===== src/rtl/pa_bitonic_sort_seq.sv =====
// Sequential bitonic sorter: loads one frame serially, applies one network
// column per clock through NUM_ELEM/2 compare/swap cells, then drains serially.

module pa_cmp_swap #(
  parameter int W = 8
) (
  input  logic [W-1:0] a_i,
  input  logic [W-1:0] b_i,
  input  logic         mode_i,
  output logic [W-1:0] lo_o,
  output logic [W-1:0] hi_o
);
  logic a_gt_b;
  assign a_gt_b = (a_i > b_i);

  // mode_i=1 reverses the direction of this pair
  always_comb begin
    if (a_gt_b ^ mode_i) begin
      lo_o = b_i;
      hi_o = a_i;
    end else begin
      lo_o = a_i;
      hi_o = b_i;
    end
  end
endmodule

module pa_bitonic_sort_seq #(
  parameter int SIZE_DATA = 8,
  parameter int NUM_ELEM  = 8
) (
  input  logic                 i_clk,
  input  logic                 i_rst,
  input  logic                 i_valid,
  output logic                 o_ready,
  input  logic [SIZE_DATA-1:0] i_data,
  input  logic                 i_order,
  output logic                 o_valid,
  input  logic                 i_ready,
  output logic [SIZE_DATA-1:0] o_data,
  output logic                 o_last,
  output logic                 o_busy
);
  localparam int LOG2_N    = $clog2(NUM_ELEM);
  localparam int NUM_STEPS = LOG2_N * (LOG2_N + 1) / 2;
  localparam int IDX_W     = LOG2_N;
  localparam int STEP_W    = (NUM_STEPS > 1) ? $clog2(NUM_STEPS) : 1;
  localparam int NUM_PAIRS = NUM_ELEM / 2;

  typedef enum logic [1:0] {ST_LOAD, ST_SORT, ST_DRAIN} state_t;

  // Map a step index onto log2(k) (sel=1) or log2(j) (sel=0) of the (k,j) sequence.
  function automatic int step_log(input int s, input bit sel_k);
    int c;
    int r;
    c = 0;
    r = 0;
    for (int p = 1; p <= LOG2_N; p++) begin
      for (int q = p - 1; q >= 0; q--) begin
        if (c == s) r = sel_k ? p : q;
        c++;
      end
    end
    return r;
  endfunction

  state_t               state_q, state_d;
  logic [IDX_W-1:0]     load_cnt_q, load_cnt_d;
  logic [IDX_W-1:0]     drain_cnt_q, drain_cnt_d;
  logic [STEP_W-1:0]    step_cnt_q, step_cnt_d;
  logic                 order_q, order_d;
  logic [SIZE_DATA-1:0] buf_q [NUM_ELEM];
  logic [SIZE_DATA-1:0] buf_d [NUM_ELEM];

  logic [LOG2_N:0]      k_tab [NUM_STEPS];
  logic [IDX_W-1:0]     j_tab [NUM_STEPS];
  logic [LOG2_N:0]      k_sel;
  logic [IDX_W-1:0]     j_sel;
  logic [IDX_W-1:0]     low_mask;

  logic [IDX_W-1:0]     pair_lo   [NUM_PAIRS];
  logic [IDX_W-1:0]     pair_hi   [NUM_PAIRS];
  logic [SIZE_DATA-1:0] cell_a    [NUM_PAIRS];
  logic [SIZE_DATA-1:0] cell_b    [NUM_PAIRS];
  logic                 cell_mode [NUM_PAIRS];
  logic [SIZE_DATA-1:0] cell_lo   [NUM_PAIRS];
  logic [SIZE_DATA-1:0] cell_hi   [NUM_PAIRS];

  genvar gi;
  generate
    for (gi = 0; gi < NUM_STEPS; gi++) begin : g_tab
      assign k_tab[gi] = (LOG2_N + 1)'(1) << step_log(gi, 1'b1);
      assign j_tab[gi] = IDX_W'(1) << step_log(gi, 1'b0);
    end
    for (gi = 0; gi < NUM_PAIRS; gi++) begin : g_cell
      pa_cmp_swap #(.W(SIZE_DATA)) u_cs (
        .a_i   (cell_a[gi]),
        .b_i   (cell_b[gi]),
        .mode_i(cell_mode[gi]),
        .lo_o  (cell_lo[gi]),
        .hi_o  (cell_hi[gi])
      );
    end
  endgenerate

  assign k_sel    = k_tab[step_cnt_q];
  assign j_sel    = j_tab[step_cnt_q];
  assign low_mask = j_sel - IDX_W'(1);

  // Pair m's lower index is m with a zero inserted at bit position log2(j).
  always_comb begin
    for (int m = 0; m < NUM_PAIRS; m++) begin
      pair_lo[m]   = ((IDX_W'(m) & ~low_mask) << 1) | (IDX_W'(m) & low_mask);
      pair_hi[m]   = pair_lo[m] | j_sel;
      cell_a[m]    = buf_q[pair_lo[m]];
      cell_b[m]    = buf_q[pair_hi[m]];
      cell_mode[m] = (|({1'b0, pair_lo[m]} & k_sel)) ^ order_q;
    end
  end

  always_comb begin
    state_d     = state_q;
    load_cnt_d  = load_cnt_q;
    drain_cnt_d = drain_cnt_q;
    step_cnt_d  = step_cnt_q;
    order_d     = order_q;
    buf_d       = buf_q;
    o_ready     = 1'b0;
    o_valid     = 1'b0;
    o_data      = '0;
    o_last      = 1'b0;
    o_busy      = 1'b0;
    case (state_q)
      ST_LOAD: begin
        o_ready = 1'b1;
        if (i_valid) begin
          buf_d[load_cnt_q] = i_data;
          if (load_cnt_q == '0) order_d = i_order;
          if (load_cnt_q == IDX_W'(NUM_ELEM - 1)) begin
            load_cnt_d = '0;
            state_d    = ST_SORT;
          end else begin
            load_cnt_d = load_cnt_q + IDX_W'(1);
          end
        end
      end
      ST_SORT: begin
        o_busy = 1'b1;
        for (int m = 0; m < NUM_PAIRS; m++) begin
          buf_d[pair_lo[m]] = cell_lo[m];
          buf_d[pair_hi[m]] = cell_hi[m];
        end
        if (step_cnt_q == STEP_W'(NUM_STEPS - 1)) begin
          step_cnt_d = '0;
          state_d    = ST_DRAIN;
        end else begin
          step_cnt_d = step_cnt_q + STEP_W'(1);
        end
      end
      ST_DRAIN: begin
        o_valid = 1'b1;
        o_busy  = 1'b1;
        o_data  = buf_q[drain_cnt_q];
        o_last  = (drain_cnt_q == IDX_W'(NUM_ELEM - 1));
        if (i_ready) begin
          if (o_last) begin
            drain_cnt_d = '0;
            state_d     = ST_LOAD;
          end else begin
            drain_cnt_d = drain_cnt_q + IDX_W'(1);
          end
        end
      end
      default: state_d = ST_LOAD;
    endcase
  end

  always_ff @(posedge i_clk or posedge i_rst) begin
    if (i_rst) begin
      state_q     <= ST_LOAD;
      load_cnt_q  <= '0;
      drain_cnt_q <= '0;
      step_cnt_q  <= '0;
      order_q     <= 1'b0;
      for (int e = 0; e < NUM_ELEM; e++) buf_q[e] <= '0;
    end else begin
      state_q     <= state_d;
      load_cnt_q  <= load_cnt_d;
      drain_cnt_q <= drain_cnt_d;
      step_cnt_q  <= step_cnt_d;
      order_q     <= order_d;
      buf_q       <= buf_d;
    end
  end
endmodule


===== config.mk =====
export PLATFORM = sky130hd
export DESIGN_NAME = pa_bitonic_sort_seq
export DESIGN_NICKNAME = d
export VERILOG_FILES = /design/src/rtl/pa_bitonic_sort_seq.sv
export SDC_FILE = /design/constraint.sdc
export NUM_CORES = 1
export LEC_CHECK = 0
export ABC_AREA = 1
export CORE_UTILIZATION = 40
export DETAILED_ROUTE_END_ITERATION = 10
export SLEW_MARGIN = 15
export SYNTH_ARGS = -nofsm -noshare
export SYNTH_HDL_FRONTEND = slang
export SYNTH_SLANG_ARGS = --single-unit

===== constraint.sdc =====
create_clock -name i_clk -period 5.75 [get_ports i_clk]
set_clock_uncertainty 0.1 [all_clocks]
set_input_delay 0.575 -clock i_clk [delete_from_list [all_inputs] [get_ports i_clk]]
set_output_delay 0.575 -clock i_clk [all_outputs]
set_load 0.005 [all_outputs]

[Word-level counts from Yosys, hierarchy flattened]
Memory sizes are Yosys's and may differ from the RTL's.
Cells that the tools add are included.
Operators by class
  add/sub/neg operators: 4
  magnitude comparators: 22
  equal/unequal tests: 10
  muxes and demuxes: 76
  bitwise logic cells: 27
  reductions and logical operators: 20
Operators by type and width (number)
  bitwise mux 64 bit: 8
  2-to-1 mux 8 bit: 33
  binary-select mux 8 bit (select 3 bit): 8
  demux 8 bit (select 3 bit): 8
  case mux 64 bit (2 select lines): 1
  2-to-1 mux 64 bit: 1
  >= comparator 4 bit, second input constant: 10
  inverter 3 -> 4 bit: 9
  greater-than comparator 8 bit: 4
  less-than comparator 4 x 1 -> 1 bit, second input constant: 8
  2-to-1 mux 3 bit: 5
  OR reduction 4 bit: 3
  2-to-1 mux 2 bit: 5
  inequality test 2 bit, second input constant: 5
  adder 3 x 1 -> 3 bit, second input constant: 3
  == test 3 bit, second input constant: 3
  bitwise AND 3 x 4 -> 4 bit: 2
  logical AND 1 bit: 8
  2-to-1 mux 4 bit: 2
  bitwise XOR 1 bit: 7
  bitwise OR 3 x 2 -> 3 bit: 2
  bitwise OR 3 bit: 2
  case mux 2 bit (3 select lines): 1
  AND reduction 2 bit: 3
  other kinds (15): 18
Word-level totals
  register bits after elaboration: 76
  ROM bits: 56
  input port bits: 13
  output and inout bits: 12
  word-level logic and storage cells: 174
  memories kept: 2
Memory list
  (no name shown): depth 8, width 4, read ports 1, clocked after Yosys merged registers in 0, wr ports 0, RTL line 106  | assign k_sel = k_tab[step_cnt_q];
  (no name shown): depth 8, width 3, read ports 1, clocked after Yosys merged registers in 0, wr ports 0, RTL line 107  | assign j_sel = j_tab[step_cnt_q];

[Depth between registers and ports, before layout]
Gate-level depths: netlist of run 1.
  word-level depth: 22
  depth in mapped cells: 35
  mapped depth without buffers: 31

[Hierarchy]
Synthesis of run 1 repeated with hierarchy kept, for this count alone.
Unflattened totals
  cell total of the unflattened synthesis: 1737
  area, all modules: 10282.4 um^2
By module, submodules not included
  pa_bitonic_sort_seq: instances 1, cells each 1365, area each 8125.3 um^2, seq. area each 1901.8 um^2
  pa_cmp_swap: instances 4, cells each 93, area each 539.3 um^2, seq. area each 0.0 um^2

[Worst setup path after synthesis of run 1]
Ideal clock, no wire load.
  path kind: register -> register
  from: reg step_cnt_q[0]
  to: reg buf_q[54] (netlist name)
  setup time: 0.122 ns
  arrival time: 4.980 ns
  data required time: 5.528 ns
  slack: 0.549 ns
  cell stages (with the launch flop): 32
  buffers on the path: 6
  period minus slack after synthesis: 5.201 ns
  path through: dfrtp_1 -> inv_1 -> nand2_1 -> nand2_4 -> clkbuf_1 -> buf_2 -> buf_1 -> ha_1 -> clkbuf_1 -> inv_1 -> nor2_1 -> nor2_1 -> inv_2 -> buf_2 -> o22ai_1 -> a221oi_1 -> inv_1 -> ha_1 -> nand2_1 -> o21ai_0 -> nand2_1 -> o211ai_1 -> nand2_1 -> or2_2 -> nand2_1 -> inv_1 -> clkbuf_1 -> o21ai_0 -> o21ai_0 -> o21bai_1 -> nand2_1 -> a21oi_1
Between the ends
  longest elaborated chain between the ends: 22
  elaborated cells between the ends (all ways): 110
  classes of those cells: 1 x add/sub; 18 x order compare; 54 x mux; 25 x bitwise; 10 x reduce/logical; 2 x memory
RTL lines
  from (decl): RTL line 70  | logic [STEP_W-1:0] step_cnt_q, step_cnt_d;
  from (signal assigned): RTL line 190  | step_cnt_q <= step_cnt_d;
  inverter 3 -> 4 bit (implied by the code) (*): RTL line 106, 107
  memory read (8 x 3 bit)
  2-to-1 mux 3 bit (implied by the code) (2 in a row): RTL line 107
  subtractor 2 x 1 -> 2 bit: RTL line 108  | assign low_mask = j_sel - IDX_W'(1);
  inverter 2 bit: RTL line 113  | pair_lo[m] = ((IDX_W'(m) & ~low_mask) << 1) | (IDX_W'(m) & low_mask);
  bitwise OR 2 x 1 -> 2 bit: RTL line 113
  bitwise OR 2 x 3 -> 3 bit: RTL line 114  | pair_hi[m] = pair_lo[m] | j_sel;
  inverter 3 -> 4 bit (implied by the code): RTL line 116, 151
  [... 5 more ...]
  2-to-1 mux 8 bit: RTL line 18  | if (a_gt_b ^ mode_i) begin
  bitwise mux 64 bit: RTL line 150  | buf_d[pair_lo[m]] = cell_lo[m];
  bitwise mux 64 bit: RTL line 151  | buf_d[pair_hi[m]] = cell_hi[m];
  bitwise mux 64 bit: RTL line 150
  bitwise mux 64 bit: RTL line 151
  bitwise mux 64 bit: RTL line 150
  bitwise mux 64 bit (*): RTL line 151
  case mux 64 bit (2 select lines) (*): RTL line 133  | case (state_q)
  to (signal assigned): RTL line 192  | buf_q <= buf_d;
  to (decl): RTL line 72  | logic [SIZE_DATA-1:0] buf_q [NUM_ELEM];
Every way passes the cells marked *; elsewhere a longest branch is shown, timed or not. The select of a mux whose other input is x is not followed.
A chain may end at the register's enable or synchronous reset.

[Worst setup path after layout of run 1]
  from: reg step_cnt_q[0]
  to: reg buf_q[20] (netlist name)
Same word-level chain as after synthesis.

==> summary.txt, run 1 <==
Run status
  • Outcome: finished, final reports clean

Clock network
  • Skew-Pair Late Insertion Delay: approximately 0.37 ns
  • Deepest clock path buffer count: 2
  • CTS tree: yes
  • Post_cts resized: 0
  • Clock sinks: 76
  • Root buffer cell: clkbuf_16
  • Num CTS Buffers: 9
  • H-tree Lvls: 3
  • Setup bufs post-CTS: 0
  • Hold-fix buffers, CTS: 0
  • Worst-path clk slew: 0.07 ns

GRT
  • Largest net degree at the start of global routing: 100
  • Initial antenna violation count: 3
  • Vias in the first global route: about 11,000
  • First-pass GRT wire length: 74,800 µm
  • Grt ovf: 0
  • All-Layer GR Usage: between 40% and 50%

Place
  • GP Congestion: 1.01
  • Number of port buffers: 24
  • Dpl hpwl: 39,700 µm

Synthesis
  • Synth Area in XOR/XNOR: 0.368%
  • Largest family of logic cells by synthesized area: simple AND/OR/NAND/NOR gates
  • Compound-Gate Fraction of Synth Area: between 30% and 40%
  • Top_reg_cell synth: dfrtp_1
  • Simple-gate portion of the synthesized area: 32.3%
  • Area of the mapped netlist: roughly 9500 µm²
  • Adder-cell share of the synthesized area: 5.91%
  • Post-synth ARST share: 100%
  • Multiplexer share of the synthesized area: 0%
  • Ys Warns: 0
  • Avg Cell Area, Syn: 5.94 µm²
  • Syn_nets: 1,660
  • Syn Inst Count: 1,602
  • Seq/Total Area, Yosys: 20.0%
  • Number of synthesized flops with an enable pin: 0
  • Synth unique cells: 51
  • FF+latch count, synth: 76

Flow run
  • Max-Cap Viols: 0

STA
  • Crit share post-route: 93.4%
  • Fmax: 186 MHz
  • Worst-Margin Slew: 1.04 ns
  • Post-layout min period: 5.37 ns
  • Worst slew margin: 30.1%
  • Final setup TNS: 0 ns
  • RSZ-0062 raised after global routing: no
  • Final Max Slew Viols: 0
  • Endpoints failing hold: 0
  • Final setup fails: 0

Routing
  • Initial DRC Count: 1,835
  • Final WL: 51,100 µm
  • Final ANT Viol Nets: 0
  • Wire per inst: 26.3 µm
  • DRC Markers: 0
  • DR vias/cell: 6.24
  • 1st-pass router iterations: 6
  • Total number of vias: ~12,000

Finish
  • Ratio of cells with drive above 1 in the final layout: 8.33%
  • Antenna Cells: 0
  • Layout Nets: 1,674
  • Area growth syn-to-layout: 12.0%

Floorplan
  • Chip Width: around 160 µm
  • Starting Density: 40.7%
  • Die area: roughly 24,000 µm²
  • Die height: 156 µm
  • Rows: 56
  • Num ports: 25
  • Placeable Area: 23,400 µm²

Worst setup path
  • WP data required: 5.94 ns
  • Crit path launch type: flop
  • Worst-path fanout max: 17
  • Critical path class: reg2reg
  • Crit path DAT: 5.55 ns
  • Critical path endpoint category: flop

Worst hold path
  • Class of the worst hold path: reg2reg
==> cell families after synthesis <==
logic type / count (synthesis)
AOI/OAI and AO/OA: 493
xor gates and xnor gates: 4
adders and majority gates: 45
buffers and inverters: 275
DFF: 76
and+or+nand+nor: 709
==> per-stage QoR <==
step	std cells	instance area (µm²)	hold slack, ns	util [%]	worst slack, ns
after floorplan	1602	9520	0.378	-	0.549
after global placement	1924	10300	0.406	44.0	0.137
after detailed placement	1924	10300	0.424	44.0	0.146
after CTS	1940	10600	0.439	45.5	0.0976
after global routing	1940	10700	0.474	45.6	0.00716
final	1940	10700	0.431	45.6	0.381
==> critical path, stage by stage, from the launching register on <==
cell and delay (ns):
dfrtp_1 0.50, ha_1 0.20, ha_1 0.54, inv_2 0.27
nand2_1 0.40, o22ai_1 0.13, a221oi_1 0.49, ha_1 0.22
nand2_1 0.06, o21ai_0 0.25, nand2_1 0.11, o211ai_1 0.15
nand2_1 0.19, xor2_4 0.38, buf_4 0.28, o21ai_0 0.18
or2_2 0.31, nand2_1 0.07, nand2_1 0.05, nand2_1 0.09
nand2_1 0.05, nand2_1 0.05, nand2_1 0.04, a21oi_1 0.14
==> cell type report <==
class | count | area (µm²)
Fill cell | 2597 | 12700
Tap cell | 319 | 399
Clock inverter | 4 | 95.1
Clock buffer | 12 | 256
Sequential cell | 76 | 1900
Multi-Input combinational cell | 1251 | 6600
Inverter | 201 | 761
Timing Repair Buffer | 77 | 651
==> cell usage in the layout (no fill, tap or decap), drive strengths merged, types with 30 or more instances in the layout <==
cell type  count
nand3         86
nor2         163
ha            45
nand2        413
a21oi        105
a31oi         30
inv          197
o21ai        228
dfrtp         76
buf           53
==> metal layers <==
layer | share of wire, % | track usage (%) | wire [µm] | vias up
li1 | - | - | - | 5457
met5 | 0.033 | 0 | 17 | -
met2 | 41 | 62.0 | 21200 | 885
met3 | 12 | 9.86 | 6260 | 129
met1 | 43 | 60.5 | 21700 | 5623
met4 | 3.7 | 16.3 | 1900 | 4
==> synthesized netlist by cell type (all sizes together), types with 3 or more instances <==
master,instances,area (µm²)
a211oi,10,75.1
a21oi,105,526
a221oi,17,149
a31oi,30,188
a32oi,13,114
and2,8,51.3
buf,14,75.1
clkbuf,60,225
clkinv,3,11.3
dfrtp,76,1900
ha,45,563
inv,198,748
nand2,413,1630
nand3,86,490
nand4,6,43.8
nor2,163,666
nor3,15,75.1
o2111ai,4,35.0
o211ai,23,173
o21a,3,22.5
o21ai,228,1150
o21bai,7,52.6
o221ai,12,105
o22ai,23,144
o311ai,10,87.6
o31ai,3,22.5
or2,15,93.8
xor2,4,35.0
==> path summary, 6_finish.rpt <==
kind                          startpoint            end  cells after the start  slack [ns]
max                        step_cnt_q[0]      buf_q[20]                     23        0.38
min                            buf_q[44]      buf_q[44]                      2        0.43
max reg2reg                step_cnt_q[0]      buf_q[20]                     23        0.38
min reg2reg                    buf_q[44]      buf_q[44]                      2        0.43
max in group asynchronous          i_rst      buf_q[62]                      3        3.93
min in group asynchronous          i_rst  load_cnt_q[0]                      2        0.45
==> flip-flops by register name (all words and copies together), names as in the netlist <==
signal	cells
buf_q	64
drain_cnt_q	3
load_cnt_q	3
step_cnt_q	3
state_q	2
order_q	1
Power of run 1 is not shown: default switching activity piles up to over one toggle a cycle in this logic, so the estimate is an artifact.
==> run 2, diff against run 1 <==
--- a/config.mk
+++ b/config.mk
@@ -8,7 +8,7 @@
 export ABC_AREA = 1
 export CORE_UTILIZATION = 40
 export DETAILED_ROUTE_END_ITERATION = 10
-export SLEW_MARGIN = 15
+export SLEW_MARGIN = 20
 export SYNTH_ARGS = -nofsm -noshare
 export SYNTH_HDL_FRONTEND = slang
 export SYNTH_SLANG_ARGS = --single-unit
==> results of run 2 <==
No change in the layout: final DEF, timing and power equal those of run 1.
Power of run 2 is left out for the same reason.
==> run 3, diff against run 2 <==
--- a/config.mk
+++ b/config.mk
@@ -7,6 +7,7 @@
 export LEC_CHECK = 0
 export ABC_AREA = 1
 export CORE_UTILIZATION = 40
+export CTS_BUF_LIST = sky130_fd_sc_hd__clkbuf_8
 export DETAILED_ROUTE_END_ITERATION = 10
 export SLEW_MARGIN = 20
 export SYNTH_ARGS = -nofsm -noshare
==> run 3 against run 2 <==
Maximum frequency is 0.39% lower. Setup slack worse by 0.021 ns. First-iteration DRC count is 6.7% lower. Flip-flop and latch count did not move. Wire length about the same. Via count down 1.2%. Critical path type unchanged. Global-route usage fell by 0.065 points. Largest cell class unchanged.
==> summary.txt, run 3 (same netlist as run 1, synthesis figures left out) <==
Finish
  • Biggest register: buf_q
  • Area growth syn-to-layout: 10.9%
  • Max FFs per register: 64
  • Register area: 1900 µm²
  • Layout Nets: 1,674
  • Commonest non-fill, non-tap cell in the layout: nand2_1
  • Multi-input logic area: 6600 µm²
  • Most frequent cells in the layout: nand2_1, o21ai_0, inv_1
  • Ratio of cells with drive above 1 in the final layout: 8.33%
  • Fillers: 2,613
  • Antenna Cells: 0

Routing
  • Final ANT Viol Nets: 0
  • DR vias/cell: 6.16
  • Initial DRC Count: between 1,500 and 2,000
  • Final WL: 51,000 µm
  • Wire per inst: 26.3 µm
  • 1st-pass router iterations: 6
  • DRC Markers: 0
  • Total number of vias: about 12,000

Worst setup path
  • Worst-path fanout max: 17
  • Reg2reg path depth: 23
  • Critical path endpoint category: flop
  • Crit path DAT: 5.61 ns
  • Crit path launch type: flop
  • Critical path class: reg2reg
  • WP data required: 5.97 ns

Clock network
  • Clock sinks: between 70 and 80
  • CTS tree: yes
  • Deepest clock path buffer count: 2
  • Setup bufs post-CTS: 0
  • Worst-path clk slew: ~0.11 ns
  • H-tree Lvls: 3
  • Num CTS Buffers: 9
  • Root buffer cell: clkbuf_8
  • Skew-Pair Late Insertion Delay: 0.40 ns

STA
  • Hold Slack: 0.413 ns
  • Final setup fails: 0
  • Crit share post-route: 93.7%
  • Worst slew margin: 32.5%
  • Final Max Slew Viols: 0
  • Post-layout min period: approximately 5.4 ns
  • Worst-Margin Slew: approximately 1.0 ns
  • Fmax: 186 MHz
  • Endpoints failing hold: 0
  • RSZ-0062 raised after global routing: yes

Place
  • GP Congestion: 1.01
  • Number of port buffers: 24
  • Dpl hpwl: 39,700 µm

GRT
  • Initial antenna violation count: 0
  • Largest net degree at the start of global routing: 100
  • All-Layer GR Usage: 42.6%
  • Grt ovf: 0
  • Vias in the first global route: 10,800
  • First-pass GRT wire length: 74,300 µm

Floorplan
  • Rows: 56
  • Die area: 24,400 µm²
  • Die height: 156 µm
  • Starting Density: 40.7%
  • Chip Width: ~160 µm
  • Placeable Area: 23,400 µm²
  • Num ports: 25

Flow run
  • Max-Cap Viols: 0

Run status
  • Outcome: finished, final reports clean

Worst hold path
  • Class of the worst hold path: in2async
run 3: changes by cell type in the layout (fill, tap and decap cells not counted):
cell       delta
clkbuf_1      -1
clkbuf_16     -9
inv_1         +1
o21ai_0       +2
clkbuf_8      +9
o21ai_1       -2
run 3: timing repair:
item / CTS / global route
hold buffers: 0 / 0
endpoints found under the hold margin: 0 / 0
resized for setup: 0 / 9
endpoints found under the setup margin: 0 / 35
run 3: stage by stage:
step	cell area (µm²)	utilization [%]	cells	worst slack [ns]	setup TNS (ns)
after global routing	10600	45.1	1940	-0.0393	-0.125
final	10600	45.1	1940	0.360	0
after floorplan	9520	-	1602	0.549	0
after global placement	10300	44.0	1924	0.137	0
after detailed placement	10300	44.0	1924	0.146	0
after CTS	10500	45.0	1940	0.0938	0
run 3: path summary, 6_finish.rpt:
| kind | end | from | slack (ns) |
|---|---|---|---|
| setup / recovery | buf_q[20] | step_cnt_q[0] | 0.36 |
| hold / removal | load_cnt_q[0] | i_rst | 0.41 |
| setup reg to reg | buf_q[20] | step_cnt_q[0] | 0.36 |
| hold reg to reg | buf_q[44] | buf_q[44] | 0.43 |
| max in group asynchronous | buf_q[46] | i_rst | 3.96 |
| min in group i_clk | buf_q[44] | buf_q[44] | 0.43 |
run 3: critical path, cell delays in order (launching register included):
cell and delay (ns):
dfrtp_1 0.52, ha_1 0.20, ha_1 0.54, inv_2 0.27, nand2_1 0.40, o22ai_1 0.14
a221oi_1 0.49, ha_1 0.21, nand2_1 0.06, o21ai_0 0.26, nand2_1 0.11, o211ai_1 0.15
nand2_1 0.19, xor2_4 0.39, buf_4 0.28, o21ai_0 0.18, or2_2 0.31, nand2_1 0.08
nand2_1 0.05, nand2_1 0.09, nand2_1 0.05, nand2_1 0.05, nand2_1 0.04, a21oi_1 0.14
run 3: final cells by class:
type	count	share of cell area [%]
tap	319	3.78
clock buffer	11	1.43
multi-input combinational	1251	62.5
timing repair buffer	77	6.16
sequential	76	18.0
inverter	201	7.20
clock inverter	5	0.936
run 3: layer usage:
layer | GRT usage [%] | wire length (µm) | vias up
met4 | 15.8 | 1960 | 0
met3 | 12.6 | 6390 | 134
met2 | 62.2 | 21000 | 854
li1 | - | - | 5452
met5 | 0 | 0 | -
met1 | 58.6 | 21700 | 5518
Power of run 3 is left out for the same reason.
